`src/rtl/conv_pim_pkg.sv`:
```
// Shared types and helpers for the streaming PIM convolution block.
//   conv_state_t : controller states
//   clog2_min1   : ceil(log2(n)) clamped to at least 1 (for register widths)
//   sat_add      : signed add saturated to a w-bit two's-complement range
package conv_pim_pkg;

   typedef enum logic [2:0] {
      IDLE,
      LOAD,
      COMPUTE,
      REDUCE,
      HOLD
   } conv_state_t;

   function automatic int unsigned clog2_min1(input int unsigned n);
      return (n <= 2) ? 1 : $clog2(n);
   endfunction

   // Operands are sign-extended to 32 bits by the caller; w must be 1..31.
   function automatic logic signed [31:0] sat_add(input logic signed [31:0] a,
                                                  input logic signed [31:0] b,
                                                  input int unsigned        w);
      logic signed [32:0] s;
      logic signed [32:0] hi;
      logic signed [32:0] lo;
      s  = 33'(a) + 33'(b);
      hi = (33'sd1 <<< (w - 1)) - 33'sd1;
      lo = -(33'sd1 <<< (w - 1));
      if (s > hi) begin
         return 32'(hi);
      end else if (s < lo) begin
         return 32'(lo);
      end
      return 32'(s);
   endfunction

endpackage

```
`src/rtl/conv_top.sv`:
```
// Behavioural stand-in for the per-channel PIM convolution macro.
// Restarts on reset release, raises done_o after MACRO_LAT cycles and holds it.
// Weight sets: 1 = all-ones kernel, 2 = negated centre tap, others = centre
// tap. Weight set DEPTH-1 with a non-zero first window element models a hung
// macro that never raises done_o.
//   clk, rst  : clock, async active-high reset (held while idle)
//   address_i : weight-set select
//   window_i  : KERNEL_SIZE x KERNEL_SIZE signed window, element e at e*BIT_WIDTH
//   done_o    : result_o is final (sticky until reset)
//   result_o  : signed, saturated to OUT_WIDTH
module conv_top
   import conv_pim_pkg::*;
#(
   parameter int unsigned BIT_WIDTH   = 8,
   parameter int unsigned OUT_WIDTH   = 8,
   parameter int unsigned KERNEL_SIZE = 5,
   parameter int unsigned DEPTH       = 8,
   parameter int unsigned ADDR_W      = clog2_min1(DEPTH),
   parameter int unsigned MACRO_LAT   = 4
) (
   input  logic                                       clk,
   input  logic                                       rst,
   input  logic [ADDR_W-1:0]                          address_i,
   input  logic [KERNEL_SIZE*KERNEL_SIZE*BIT_WIDTH-1:0] window_i,
   output logic                                       done_o,
   output logic [OUT_WIDTH-1:0]                       result_o
);

   localparam int unsigned KK  = KERNEL_SIZE * KERNEL_SIZE;
   localparam int unsigned CTR = KK / 2;
   localparam int unsigned CW  = clog2_min1(MACRO_LAT + 1);

   logic [CW-1:0]        cnt_q;
   logic                 done_q;
   logic [OUT_WIDTH-1:0] result_q;
   logic signed [31:0]   acc_c;
   logic                 stall_c;

   assign stall_c = (address_i == ADDR_W'(DEPTH - 1)) && (window_i[BIT_WIDTH-1:0] != '0);

   // Dot product against the selected fixed kernel.
   always_comb begin
      acc_c = 32'sd0;
      if (address_i == ADDR_W'(1)) begin
         for (int e = 0; e < KK; e++) begin
            acc_c = acc_c + 32'(signed'(window_i[e*BIT_WIDTH +: BIT_WIDTH]));
         end
      end else if (address_i == ADDR_W'(2)) begin
         acc_c = -32'(signed'(window_i[CTR*BIT_WIDTH +: BIT_WIDTH]));
      end else begin
         acc_c = 32'(signed'(window_i[CTR*BIT_WIDTH +: BIT_WIDTH]));
      end
   end

   always_ff @(posedge clk or posedge rst) begin
      if (rst) begin
         cnt_q    <= '0;
         done_q   <= 1'b0;
         result_q <= '0;
      end else begin
         result_q <= OUT_WIDTH'(sat_add(acc_c, 32'sd0, OUT_WIDTH));
         if (!done_q && !stall_c) begin
            cnt_q <= cnt_q + CW'(1);
            if (cnt_q == CW'(MACRO_LAT - 1)) done_q <= 1'b1;
         end
      end
   end

   assign done_o   = done_q;
   assign result_o = result_q;

endmodule

```
`src/rtl/pim_sat_add_tree.sv`:
```
// Pipelined saturating adder tree reducing N signed W-bit values to one.
// Latency is clog2(N) register stages (combinational pass-through for N=1).
// Each stage adds adjacent pairs; an odd leftover is registered unchanged.
//   clk, rst    : clock, async active-high reset
//   in_valid_i  : launch a reduction of in_data_i
//   in_data_i   : N packed W-bit operands, operand k at [k*W +: W]
//   out_valid_o : sum_o holds the reduced value
//   sum_o       : saturated signed sum
module pim_sat_add_tree
   import conv_pim_pkg::*;
#(
   parameter int unsigned N = 4,
   parameter int unsigned W = 8
) (
   input  logic             clk,
   input  logic             rst,
   input  logic             in_valid_i,
   input  logic [N*W-1:0]   in_data_i,
   output logic             out_valid_o,
   output logic [W-1:0]     sum_o
);

   localparam int unsigned LAT = (N > 1) ? $clog2(N) : 0;

   // Number of live operands after s stages.
   function automatic int unsigned width_at(input int unsigned s);
      return (N + (32'd1 << s) - 32'd1) >> s;
   endfunction

   genvar s, i;
   for (s = 0; s <= LAT; s++) begin : g_stg
      localparam int unsigned NS = width_at(s);
      logic [NS-1:0][W-1:0] data;
      logic                 vld;

      if (s == 0) begin : g_in
         assign data = in_data_i;
         assign vld  = in_valid_i;
      end else begin : g_add
         localparam int unsigned NP = width_at(s - 1);

         always_ff @(posedge clk or posedge rst) begin
            if (rst) vld <= 1'b0;
            else     vld <= g_stg[s-1].vld;
         end

         for (i = 0; i < NS; i++) begin : g_el
            if (2 * i + 1 < NP) begin : g_pair
               always_ff @(posedge clk or posedge rst) begin
                  if (rst) begin
                     data[i] <= '0;
                  end else if (g_stg[s-1].vld) begin
                     data[i] <= W'(sat_add(32'(signed'(g_stg[s-1].data[2*i])),
                                           32'(signed'(g_stg[s-1].data[2*i+1])), W));
                  end
               end
            end else begin : g_pass
               always_ff @(posedge clk or posedge rst) begin
                  if (rst)                    data[i] <= '0;
                  else if (g_stg[s-1].vld)    data[i] <= g_stg[s-1].data[2*i];
               end
            end
         end
      end
   end

   assign out_valid_o = g_stg[LAT].vld;
   assign sum_o       = g_stg[LAT].data[0];

endmodule

```
`src/rtl/conv_pim_stream.sv`:
```
// Streaming multi-channel PIM convolution: assembles a KERNEL_SIZE x
// KERNEL_SIZE window per channel from row beats, runs one conv_top per
// channel, then reduces the channel results with a saturating adder tree.
// Optional macro CONV_PIM_STREAM_RELU_EN clamps negative results to zero.
//   clk, rst       : clock, async active-high reset
//   in_valid/ready : row-beat handshake; input_feature carries one row per channel
//   address        : weight set, taken from the first beat of a window
//   out_valid/ready: result handshake; convValue stable while out_valid
//   timeout_err    : one-cycle pulse when a window is dropped on macro timeout
module conv_pim_stream
   import conv_pim_pkg::*;
#(
   parameter int unsigned BIT_WIDTH     = 8,
   parameter int unsigned OUT_WIDTH     = 8,
   parameter int unsigned KERNEL_SIZE   = 5,
   parameter int unsigned CHANNEL       = 4,
   parameter int unsigned DEPTH         = 8,
   parameter int unsigned MACRO_TIMEOUT = 255,
   localparam int unsigned ADDR_W       = clog2_min1(DEPTH)
) (
   input  logic                                  clk,
   input  logic                                  rst,
   input  logic                                  in_valid,
   output logic                                  in_ready,
   input  logic [BIT_WIDTH*KERNEL_SIZE*CHANNEL-1:0] input_feature,
   input  logic [ADDR_W-1:0]                     address,
   output logic                                  out_valid,
   input  logic                                  out_ready,
   output logic [OUT_WIDTH-1:0]                  convValue,
   output logic                                  timeout_err
);

   localparam int unsigned ROW_W = KERNEL_SIZE * BIT_WIDTH;
   localparam int unsigned WIN_W = KERNEL_SIZE * ROW_W;
   localparam int unsigned RC_W  = clog2_min1(KERNEL_SIZE);
   localparam int unsigned TC_W  = clog2_min1(MACRO_TIMEOUT + 1);

   conv_state_t                         state_q, state_d;
   logic [RC_W-1:0]                     row_q, row_d;
   logic [ADDR_W-1:0]                   addr_q, addr_d;
   logic [CHANNEL-1:0][WIN_W-1:0]       win_q, win_d;
   logic [CHANNEL-1:0]                  flags_q, flags_d;
   logic [CHANNEL-1:0][OUT_WIDTH-1:0]   res_q, res_d;
   logic [TC_W-1:0]                     tcnt_q, tcnt_d;
   logic                                in_ready_q, in_ready_d;
   logic                                out_valid_q, out_valid_d;
   logic [OUT_WIDTH-1:0]                conv_q, conv_d;
   logic                                tmo_q, tmo_d;

   logic                                accept_c, wr_c, mac_rst_c, all_done_c, tree_go_c;
   logic [CHANNEL-1:0]                  mac_done;
   logic [CHANNEL-1:0][OUT_WIDTH-1:0]   mac_res;
   logic [CHANNEL-1:0][OUT_WIDTH-1:0]   tree_in_c;
   logic                                tree_vld_c;
   logic [OUT_WIDTH-1:0]                tree_sum_c, final_c;

   assign accept_c   = in_valid & in_ready_q;
   // Macros are held in reset outside COMPUTE so each window starts them fresh.
   assign mac_rst_c  = rst | (state_q != COMPUTE);
   assign all_done_c = &(flags_q | mac_done);
   assign tree_go_c  = (state_q == COMPUTE) && all_done_c;

   genvar c;
   for (c = 0; c < CHANNEL; c++) begin : g_ch
      conv_top #(
         .BIT_WIDTH   (BIT_WIDTH),
         .OUT_WIDTH   (OUT_WIDTH),
         .KERNEL_SIZE (KERNEL_SIZE),
         .DEPTH       (DEPTH),
         .ADDR_W      (ADDR_W)
      ) u_mac (
         .clk       (clk),
         .rst       (mac_rst_c),
         .address_i (addr_q),
         .window_i  (win_q[c]),
         .done_o    (mac_done[c]),
         .result_o  (mac_res[c])
      );
   end

   // Channels that finished earlier feed their captured result; the last one feeds live.
   always_comb begin
      for (int k = 0; k < CHANNEL; k++) begin
         tree_in_c[k] = flags_q[k] ? res_q[k] : mac_res[k];
      end
   end

   pim_sat_add_tree #(
      .N (CHANNEL),
      .W (OUT_WIDTH)
   ) u_tree (
      .clk         (clk),
      .rst         (rst),
      .in_valid_i  (tree_go_c),
      .in_data_i   (tree_in_c),
      .out_valid_o (tree_vld_c),
      .sum_o       (tree_sum_c)
   );

`ifdef CONV_PIM_STREAM_RELU_EN
   assign final_c = tree_sum_c[OUT_WIDTH-1] ? '0 : tree_sum_c;
`else
   assign final_c = tree_sum_c;
`endif

   // Next-state and output logic.
   always_comb begin
      state_d     = state_q;
      row_d       = row_q;
      addr_d      = addr_q;
      win_d       = win_q;
      flags_d     = '0;
      res_d       = res_q;
      tcnt_d      = '0;
      out_valid_d = out_valid_q;
      conv_d      = conv_q;
      tmo_d       = 1'b0;
      wr_c        = 1'b0;

      unique case (state_q)
         IDLE: begin
            if (accept_c) begin
               addr_d = address;
               wr_c   = 1'b1;
               if (KERNEL_SIZE == 1) begin
                  state_d = COMPUTE;
               end else begin
                  state_d = LOAD;
                  row_d   = RC_W'(1);
               end
            end
         end
         LOAD: begin
            if (accept_c) begin
               wr_c = 1'b1;
               if (row_q == RC_W'(KERNEL_SIZE - 1)) begin
                  state_d = COMPUTE;
                  row_d   = '0;
               end else begin
                  row_d = row_q + RC_W'(1);
               end
            end
         end
         COMPUTE: begin
            flags_d = flags_q | mac_done;
            tcnt_d  = tcnt_q + TC_W'(1);
            for (int k = 0; k < CHANNEL; k++) begin
               if (mac_done[k] && !flags_q[k]) res_d[k] = mac_res[k];
            end
            // A zero-latency tree is already valid here; completion beats timeout.
            if (tree_vld_c) begin
               state_d     = HOLD;
               out_valid_d = 1'b1;
               conv_d      = final_c;
            end else if (all_done_c) begin
               state_d = REDUCE;
            end else if (tcnt_q == TC_W'(MACRO_TIMEOUT - 1)) begin
               state_d = IDLE;
               tmo_d   = 1'b1;
            end
         end
         REDUCE: begin
            if (tree_vld_c) begin
               state_d     = HOLD;
               out_valid_d = 1'b1;
               conv_d      = final_c;
            end
         end
         HOLD: begin
            if (out_ready) begin
               state_d     = IDLE;
               out_valid_d = 1'b0;
            end
         end
         default: state_d = IDLE;
      endcase

      if (wr_c) begin
         for (int k = 0; k < CHANNEL; k++) begin
            for (int r = 0; r < KERNEL_SIZE; r++) begin
               if (row_q == RC_W'(r)) win_d[k][r*ROW_W +: ROW_W] = input_feature[k*ROW_W +: ROW_W];
            end
         end
      end

      in_ready_d = (state_d == IDLE) || (state_d == LOAD);
   end

   always_ff @(posedge clk or posedge rst) begin
      if (rst) begin
         state_q     <= IDLE;
         row_q       <= '0;
         addr_q      <= '0;
         win_q       <= '0;
         flags_q     <= '0;
         res_q       <= '0;
         tcnt_q      <= '0;
         in_ready_q  <= 1'b1;
         out_valid_q <= 1'b0;
         conv_q      <= '0;
         tmo_q       <= 1'b0;
      end else begin
         state_q     <= state_d;
         row_q       <= row_d;
         addr_q      <= addr_d;
         win_q       <= win_d;
         flags_q     <= flags_d;
         res_q       <= res_d;
         tcnt_q      <= tcnt_d;
         in_ready_q  <= in_ready_d;
         out_valid_q <= out_valid_d;
         conv_q      <= conv_d;
         tmo_q       <= tmo_d;
      end
   end

   assign in_ready    = in_ready_q;
   assign out_valid   = out_valid_q;
   assign convValue   = conv_q;
   assign timeout_err = tmo_q;

endmodule
```
`config.mk`:
```
export PLATFORM = sky130hd
export DESIGN_NAME = conv_pim_stream
export DESIGN_NICKNAME = d
export VERILOG_FILES = /design/src/rtl/conv_pim_pkg.sv /design/src/rtl/conv_top.sv /design/src/rtl/pim_sat_add_tree.sv /design/src/rtl/conv_pim_stream.sv
export SDC_FILE = /design/constraint.sdc
export NUM_CORES = 2
export LEC_CHECK = 0
export CORE_ASPECT_RATIO = 0.5
export CORE_MARGIN = 2
export CORE_UTILIZATION = 57
export DETAILED_ROUTE_END_ITERATION = 12
export PLACE_DENSITY = 0.77
export SYNTH_ARGS = -nofsm -noshare
export SYNTH_HDL_FRONTEND = slang
export SYNTH_SLANG_ARGS = --single-unit
```
`constraint.sdc`:
```
create_clock -name clk -period 29.5 [get_ports clk]
set_clock_uncertainty 0.2 [all_clocks]
set_input_delay 5.9 -clock clk [delete_from_list [all_inputs] [get_ports clk]]
set_output_delay 5.9 -clock clk [all_outputs]
set_load 0.01 [all_outputs]
```
Word level (Yosys, flattened, before mapping)
Cells that the tools add are included.
{"block": "totals", "reg_bits": 938, "out_inout_bits": 11, "in_bits": 167, "wordCells": 327}
{"block": "op_classes", "n_eq_ne": 22, "n_mux": 74, "reduce_logical": 55, "n_addsub": 109, "n_bitwise": 3, "n_lt_le_gt_ge": 14}
{"op": "32-bit by 8-bit adder with 32-bit output", "count": 88}
{"op": "32-bit 2-to-1 mux", "count": 8}
{"op": "8-bit 2-to-1 mux", "count": 26}
{"op": "32-bit by 8-bit > comparator with 1-bit output (second input constant)", "count": 4}
{"op": "32-bit by 8-bit less-than comparator with 1-bit output (second input constant)", "count": 4}
{"op": "8-bit negator with 32-bit output", "count": 4}
{"op": "8-bit by 8-bit adder with 9-bit output", "count": 7}
{"op": "9-bit by 8-bit adder with 10-bit output", "count": 4}
{"op": "3-bit 2-to-1 mux", "count": 11}
{"op": "8-bit nonzero test", "count": 4}
{"op": "2-bit AND reduction", "count": 15}
{"op": "3-bit by 2-bit == test with 1-bit output (second input constant)", "count": 9}
{"op": "9-bit by 8-bit > comparator with 1-bit output (second input constant)", "count": 3}
{"op": "9-bit by 8-bit less-than comparator with 1-bit output (second input constant)", "count": 3}
{"op": "1-bit 2-to-1 mux", "count": 25}
{"op": "3-bit by 1-bit adder with 3-bit output (second input constant)", "count": 5}
{"op": "3-bit one-hot mux with 5 select lines", "count": 1}
{"op": "1-bit logical AND", "count": 13}
{"op": "3-bit by 1-bit == test with 1-bit output (second input constant)", "count": 4}
{"op": "1-bit zero test", "count": 12}
{"op": "3-bit == test (second input constant)", "count": 3}
{"op": "3-bit zero test", "count": 3}
{"op": "8-bit by 1-bit adder with 8-bit output (second input constant)", "count": 1}
{"op": "8-bit == test (second input constant)", "count": 1}
{"op": "other kinds (14)", "count": 19}

Longest topological paths before layout
{"block": "logic_depth", "depth_word": 29, "mapped_depth": 33, "ltp_nobuf": 33}

Hierarchy
Synthesis repeated with hierarchy kept, for this count alone.
{"block": "unflattened", "cells_unflattened": 6270, "hier_area_um2": 72209.3}
{"module": "conv_pim_stream", "area_each_um2": 32471.1, "instances": 1, "cells_per_inst": 1918, "seq_area_each_um2": 21622.0}
{"module": "conv_top at g_ch[3].u_mac", "area_each_um2": 9504.1, "instances": 1, "cells_per_inst": 1049, "seq_area_each_um2": 300.3}
{"module": "conv_top at g_ch[1].u_mac", "area_each_um2": 9445.3, "instances": 1, "cells_per_inst": 1024, "seq_area_each_um2": 300.3}
{"module": "conv_top at g_ch[0].u_mac", "area_each_um2": 9364.0, "instances": 1, "cells_per_inst": 1021, "seq_area_each_um2": 300.3}
{"module": "conv_top at g_ch[2].u_mac", "area_each_um2": 9235.1, "instances": 1, "cells_per_inst": 1019, "seq_area_each_um2": 300.3}
{"module": "pim_sat_add_tree", "area_each_um2": 2189.6, "instances": 1, "cells_per_inst": 239, "seq_area_each_um2": 650.6}

Worst setup path before layout
No wires, ideal clock.
{"block": "synth_path", "path_kind": "flip-flop to flip-flop", "from": "reg win_q[231] (netlist bit)", "to": "reg g_ch[1].u_mac.result_q[0]", "synth_period_minus_slack_ps": 7929, "path_slack_ps": 21571, "setup_ps": 145, "required_time_ps": 29155, "stages_incl_launch_ff": 28, "path_buffers": 1, "arrival_ps": 7584, "path_cell_list": "dfrtp_1 -> fa_1 -> inv_1 -> fa_1 -> fa_1 -> fa_1 -> inv_1 -> fa_1 -> fa_1 -> inv_1 -> fa_1 -> inv_1 -> ha_1 -> clkbuf_1 -> and3_1 -> nand3_1 -> and3b_1 -> o21ai_1 -> nand2b_1 -> a21o_1 -> fa_1 -> nand3b_1 -> a221oi_1 -> nand4_1 -> a2111oi_0 -> nand4_1 -> a21oi_2 -> a31oi_1"}
{"block": "synth_via", "elab_chain_cells": 27, "elab_cells_between_ends": 29, "cone_classes": "add/sub: 22; order compare: 2; mux: 5"}
{"element": "start: declaration", "line": "conv_pim_stream.sv:41", "source": "logic [CHANNEL-1:0][WIN_W-1:0] win_q, win_d;"}
{"element": "start signal: assignment", "line": "conv_pim_stream.sv:206", "source": "win_q <= win_d;"}
{"element": "32-bit by 8-bit adder with 32-bit output * (22 in series)", "line": "conv_top.sv:46", "source": "acc_c = acc_c + 32'(signed'(window_i[e*BIT_WIDTH +: BIT_WIDTH]));"}
{"element": "32-bit 2-to-1 mux *", "line": "conv_top.sv:44", "source": "if (address_i == ADDR_W'(1)) begin"}
{"element": "32-bit by 8-bit less-than comparator with 1-bit output", "line": "conv_pim_pkg.sv:31", "source": "end else if (s < lo) begin"}
{"element": "1-bit 2-to-1 mux", "line": "conv_pim_pkg.sv:31"}
{"element": "1-bit 2-to-1 mux", "line": "conv_pim_pkg.sv:29", "source": "if (s > hi) begin"}
{"element": "8-bit 2-to-1 mux *", "line": "conv_pim_pkg.sv:34", "source": "return 32'(s);"}
{"element": "end signal: assignment", "line": "conv_top.sv:61", "source": "result_q <= OUT_WIDTH'(sat_add(acc_c, 32'sd0, OUT_WIDTH));"}
{"element": "end: declaration", "line": "conv_top.sv:35", "source": "logic [OUT_WIDTH-1:0] result_q;"}
Every way passes the cells marked *; elsewhere a longest branch is shown, timed or not.
A chain may end at the register's enable or synchronous reset.

==> parameters.txt <==
Parameter                              Value

Routing
  Residual antenna-violating net count after detailed routing ... 0
  Starting DRC count in detailed routing ... 2447
  Average wire length per cell after detail routing ... 19.72 um
  DRC violations left ... 0
  Total length of routed wires ... 137200 um
  DRT Pass-1 Iters ... 5
  Post-detailed-route via-to-cell ratio ... 5.459
  Total via count after detailed routing ... 37960

CTS
  Hold bufs inserted after CTS ... 0
  Setup Fix Bufs, Post-CTS ... 0
  Count of clock tree sinks ... 938
  Post_cts resized ... 0
  CTS tree ... built
  Cts bufs inserted ... 90
  CTS clock-pin slew for the worst setup and hold paths ... 0.06 ns
  Largest buffer count on any clock path ... 3
  Clock root buffer ... sky130_fd_sc_hd__clkbuf_16
  H-tree lvl count ... 3
  Clock latency of the later-clocked register in the worst-skew pair ... 0.70 ns

Yosys
  Post-synthesis share of cell area spent on full adders, half adders and majority gates ... 29.47%
  Part of the Yosys area used for sequential elements ... 37.10%
  Post-synthesis compound-gate area fraction ... 5.397%
  Largest family of logic cells by synthesized area ... adder cells
  Area contributors post-synth ... sky130_fd_sc_hd__dfrtp_1, sky130_fd_sc_hd__fa_1, sky130_fd_sc_hd__mux2_2, sky130_fd_sc_hd__inv_1, sky130_fd_sc_hd__ha_1
  Multiplexer fraction of the synthesized cell area ... 15.01%
  Area of the mapped netlist ... 63270 um^2
  Mean instance size in the synthesized netlist ... 12.09 um^2
  Xor and xnor area share after synthesis ... 1.204%
  Main flop type after synthesis ... sky130_fd_sc_hd__dfrtp_1
  Yosys warns ... 0
  Yosys reg bits ... 938
  Syn nets ... 6402
  Most frequent cell after synthesis ... sky130_fd_sc_hd__inv_1
  Post-synthesis async set-or-reset flop share ... 100.0%
  Proportion of netlist area held by the largest area contributor ... 37.06%
  Ranking of synthesized cells by instance count ... sky130_fd_sc_hd__inv_1, sky130_fd_sc_hd__dfrtp_1, sky130_fd_sc_hd__mux2_2, sky130_fd_sc_hd__fa_1, sky130_fd_sc_hd__ha_1
  Number of synthesized flops with an enable pin ... 0
  Post-synthesis share of cell area spent on and, or, nand and nor gates ... 3.836%
  Instance count of the mapped netlist ... 5233
  Most area-hungry cell type in the Yosys netlist ... sky130_fd_sc_hd__dfrtp_1
  Distinct cell type count after synthesis ... 90

Critical path
  Cell occurring most often along the worst timing path ... sky130_fd_sc_hd__buf_4
  Class of the most critical setup path ... in2async
  Worst-case reg-to-reg path depth ... 26
  Cells traversed along the worst timing path ... clkdlybuf4s50_1 -> clkinvlp_4 -> buf_4 -> buf_4 -> buf_12
  Critical Path End Type ... asynchronous set/reset pin
  Crit-path max FO ... 179
  Worst endpoint required time ... 29.95 ns
  Worst setup SP type ... input pin
  Max stage delay cell, worst path ... sky130_fd_sc_hd__buf_4
  CP arrival ... 9.81 ns
  Slowest cell delay on critical path ... 0.87 ns

Timing
  Hold violation count in the final report ... 0
  Setup-violating endpoint count in the final report ... 0
  RSZ-0062 raised after global routing ... no
  Relative slew slack ... 21.32%
  Fraction of the cycle the final worst path needs ... 31.70%
  Measured slew at the worst slew-check pin ... 1.180 ns
  WHS ... 0.2818 ns
  Time the worst path needs with I/O delays and setup ... 9.353 ns
  Highest clock rate ... 0.1069 GHz
  Max-slew violation count ... 0
  Setup TNS Final ... 0 ns

Finish
  Share of post-route cells with drive strength above 1 ... 19.19%
  Filler cell count in the final layout ... 7956
  Area growth from synthesis to layout ... 10.28%
  Number of standard cells in the layout, taps in and fillers out ... 6954
  Post-route cell area ... 69780 um^2
  NumNets Final ... 6551

GRT
  Initial antenna violation count ... 1
  Overflow left after global routing ... 0
  Pin count of the biggest net entering global routing ... 189
  First-pass GRT wire length ... 228500 um
  Overall track demand over capacity in global routing ... 25.56%
  Number of global-route vias before repair ... 42240

Run status
  Outcome ... complete, no violations

Floorplan
  Die area ... 113800 um^2
  Height of the chip ... 239.6 um
  Die width ... 475.2 um
  Initial Util ... 57.48%
  Row count ... 86
  Floorplan core area ... 110100 um^2
  IO Count ... 178

Placed design
  Placer congestion estimate ... 0.8834
  Detail Placement HPWL ... 103600 um
  Quantity of I/O buffers inserted on ports ... 177
  Number of cells in the design after placement ... 6786
  Post-placement cell area ... 66630 um^2

Min path
  Worst min-delay path class ... reg2reg
  Number of stages on the worst hold path ... 1

Flow run
  Max-Cap Viols ... 0
==> cell families after synthesis <==
logic type                 count (synthesis)
muxes                                    844
DFF                                      938
xor gates and xnor gates                  87
and+or+nand+nor                          471
buffers and inverters                   1336
adders and majority gates               1019
AOI/OAI and AO/OA                        538
==> layer usage <==
layer  track usage [%]  routed length (um)  vias up  share of wire, %
met5                 0                   0        -                 0
met4             5.096                2515        0               1.8
met3             5.113                7343      191               5.4
met2             41.20               65750      795                48
met1             36.47               61550    19950                45
li1                  -                   -    17020                 -
==> worst max-delay path: cells and delay by family <==
family / cells / cell delay, ns
buffers and inverters: 5 / 3.48
==> through the flow <==
| stage | util [%] | setup WS (ns) |
|---|---|---|
| after floorplan | - | 11.16 |
| after global placement | 60.53 | 19.55 |
| after detailed placement | 60.53 | 19.43 |
| after CTS | 63.39 | 20.12 |
| after global routing | 63.39 | 19.66 |
| final | 63.39 | 20.15 |
==> path summary, 6_finish.rpt <==
path,from,to,slack (ns)
min reg2reg,g_ch[0].u_mac.cnt_q[0],g_ch[0].u_mac.cnt_q[0],0.28
max in group clk,in_valid,win_q[591],20.15
min,g_ch[0].u_mac.cnt_q[0],g_ch[0].u_mac.cnt_q[0],0.28
min in group asynchronous,state_q[1],g_ch[3].u_mac.done_o,0.82
max reg2reg,win_q[98],g_ch[0].u_mac.result_o[0],20.36
max,rst,win_q[297],20.15
==> cell type report <==
cell class / count / area, um^2 / share of cell area, %
clock buffers: 136 / 2718 / 3.895
diodes: 1 / 2.502 / 0.003586
well taps: 1496 / 1872 / 2.683
clock inverters: 31 / 421.7 / 0.6043
flip-flops and latches: 938 / 23470 / 33.64
multi-input cells: 2959 / 34800 / 49.87
inverters: 1186 / 4456 / 6.385
repair buffers: 207 / 2034 / 2.916
==> sequential cells by signal (all words and copies together) (netlist names), 3 cells and up <==
| signal | flops |
|---|---|
| row_q | 3 |
| g_ch.u_mac.cnt_q | 12 |
| tcnt_q | 8 |
| res_q | 32 |
| u_tree.g_stg.data | 16 |
| state_q | 3 |
| g_ch.u_mac.done_o | 4 |
| convValue | 8 |
| win_q | 800 |
| addr_q | 3 |
| u_tree.sum_o | 8 |
| g_ch.u_mac.result_o | 32 |
| flags_q | 4 |
==> layout by cell type, fill, tap and decap left out, types with 12 or more instances in the layout <==
| cell | count |
|---|---|
| sky130_fd_sc_hd__a211oi_1 | 25 |
| sky130_fd_sc_hd__a21o_1 | 35 |
| sky130_fd_sc_hd__a21oi_1 | 141 |
| sky130_fd_sc_hd__a31oi_1 | 15 |
| sky130_fd_sc_hd__and2_1 | 12 |
| sky130_fd_sc_hd__buf_4 | 27 |
| sky130_fd_sc_hd__clkbuf_1 | 19 |
| sky130_fd_sc_hd__clkbuf_16 | 92 |
| sky130_fd_sc_hd__clkbuf_8 | 25 |
| sky130_fd_sc_hd__clkdlybuf4s50_1 | 177 |
| sky130_fd_sc_hd__clkinv_2 | 13 |
| sky130_fd_sc_hd__dfrtp_1 | 937 |
| sky130_fd_sc_hd__fa_1 | 791 |
| sky130_fd_sc_hd__ha_1 | 211 |
| sky130_fd_sc_hd__inv_1 | 1182 |
| sky130_fd_sc_hd__maj3_1 | 17 |
| sky130_fd_sc_hd__mux2_2 | 839 |
| sky130_fd_sc_hd__nand2_1 | 129 |
| sky130_fd_sc_hd__nand2b_1 | 27 |
| sky130_fd_sc_hd__nand3_1 | 32 |
| sky130_fd_sc_hd__nand4_1 | 21 |
| sky130_fd_sc_hd__nor2_1 | 97 |
| sky130_fd_sc_hd__nor2b_1 | 15 |
| sky130_fd_sc_hd__nor3_1 | 25 |
| sky130_fd_sc_hd__nor4_1 | 22 |
| sky130_fd_sc_hd__o211ai_1 | 14 |
| sky130_fd_sc_hd__o21a_1 | 12 |
| sky130_fd_sc_hd__o21ai_0 | 128 |
| sky130_fd_sc_hd__o21ai_1 | 30 |
| sky130_fd_sc_hd__o21bai_1 | 27 |
| sky130_fd_sc_hd__or3_1 | 14 |
| sky130_fd_sc_hd__xnor2_1 | 57 |
| sky130_fd_sc_hd__xor2_1 | 30 |
Power is not shown: default switching activity piles up to over one toggle a cycle in this logic, so the estimate is an artifact.
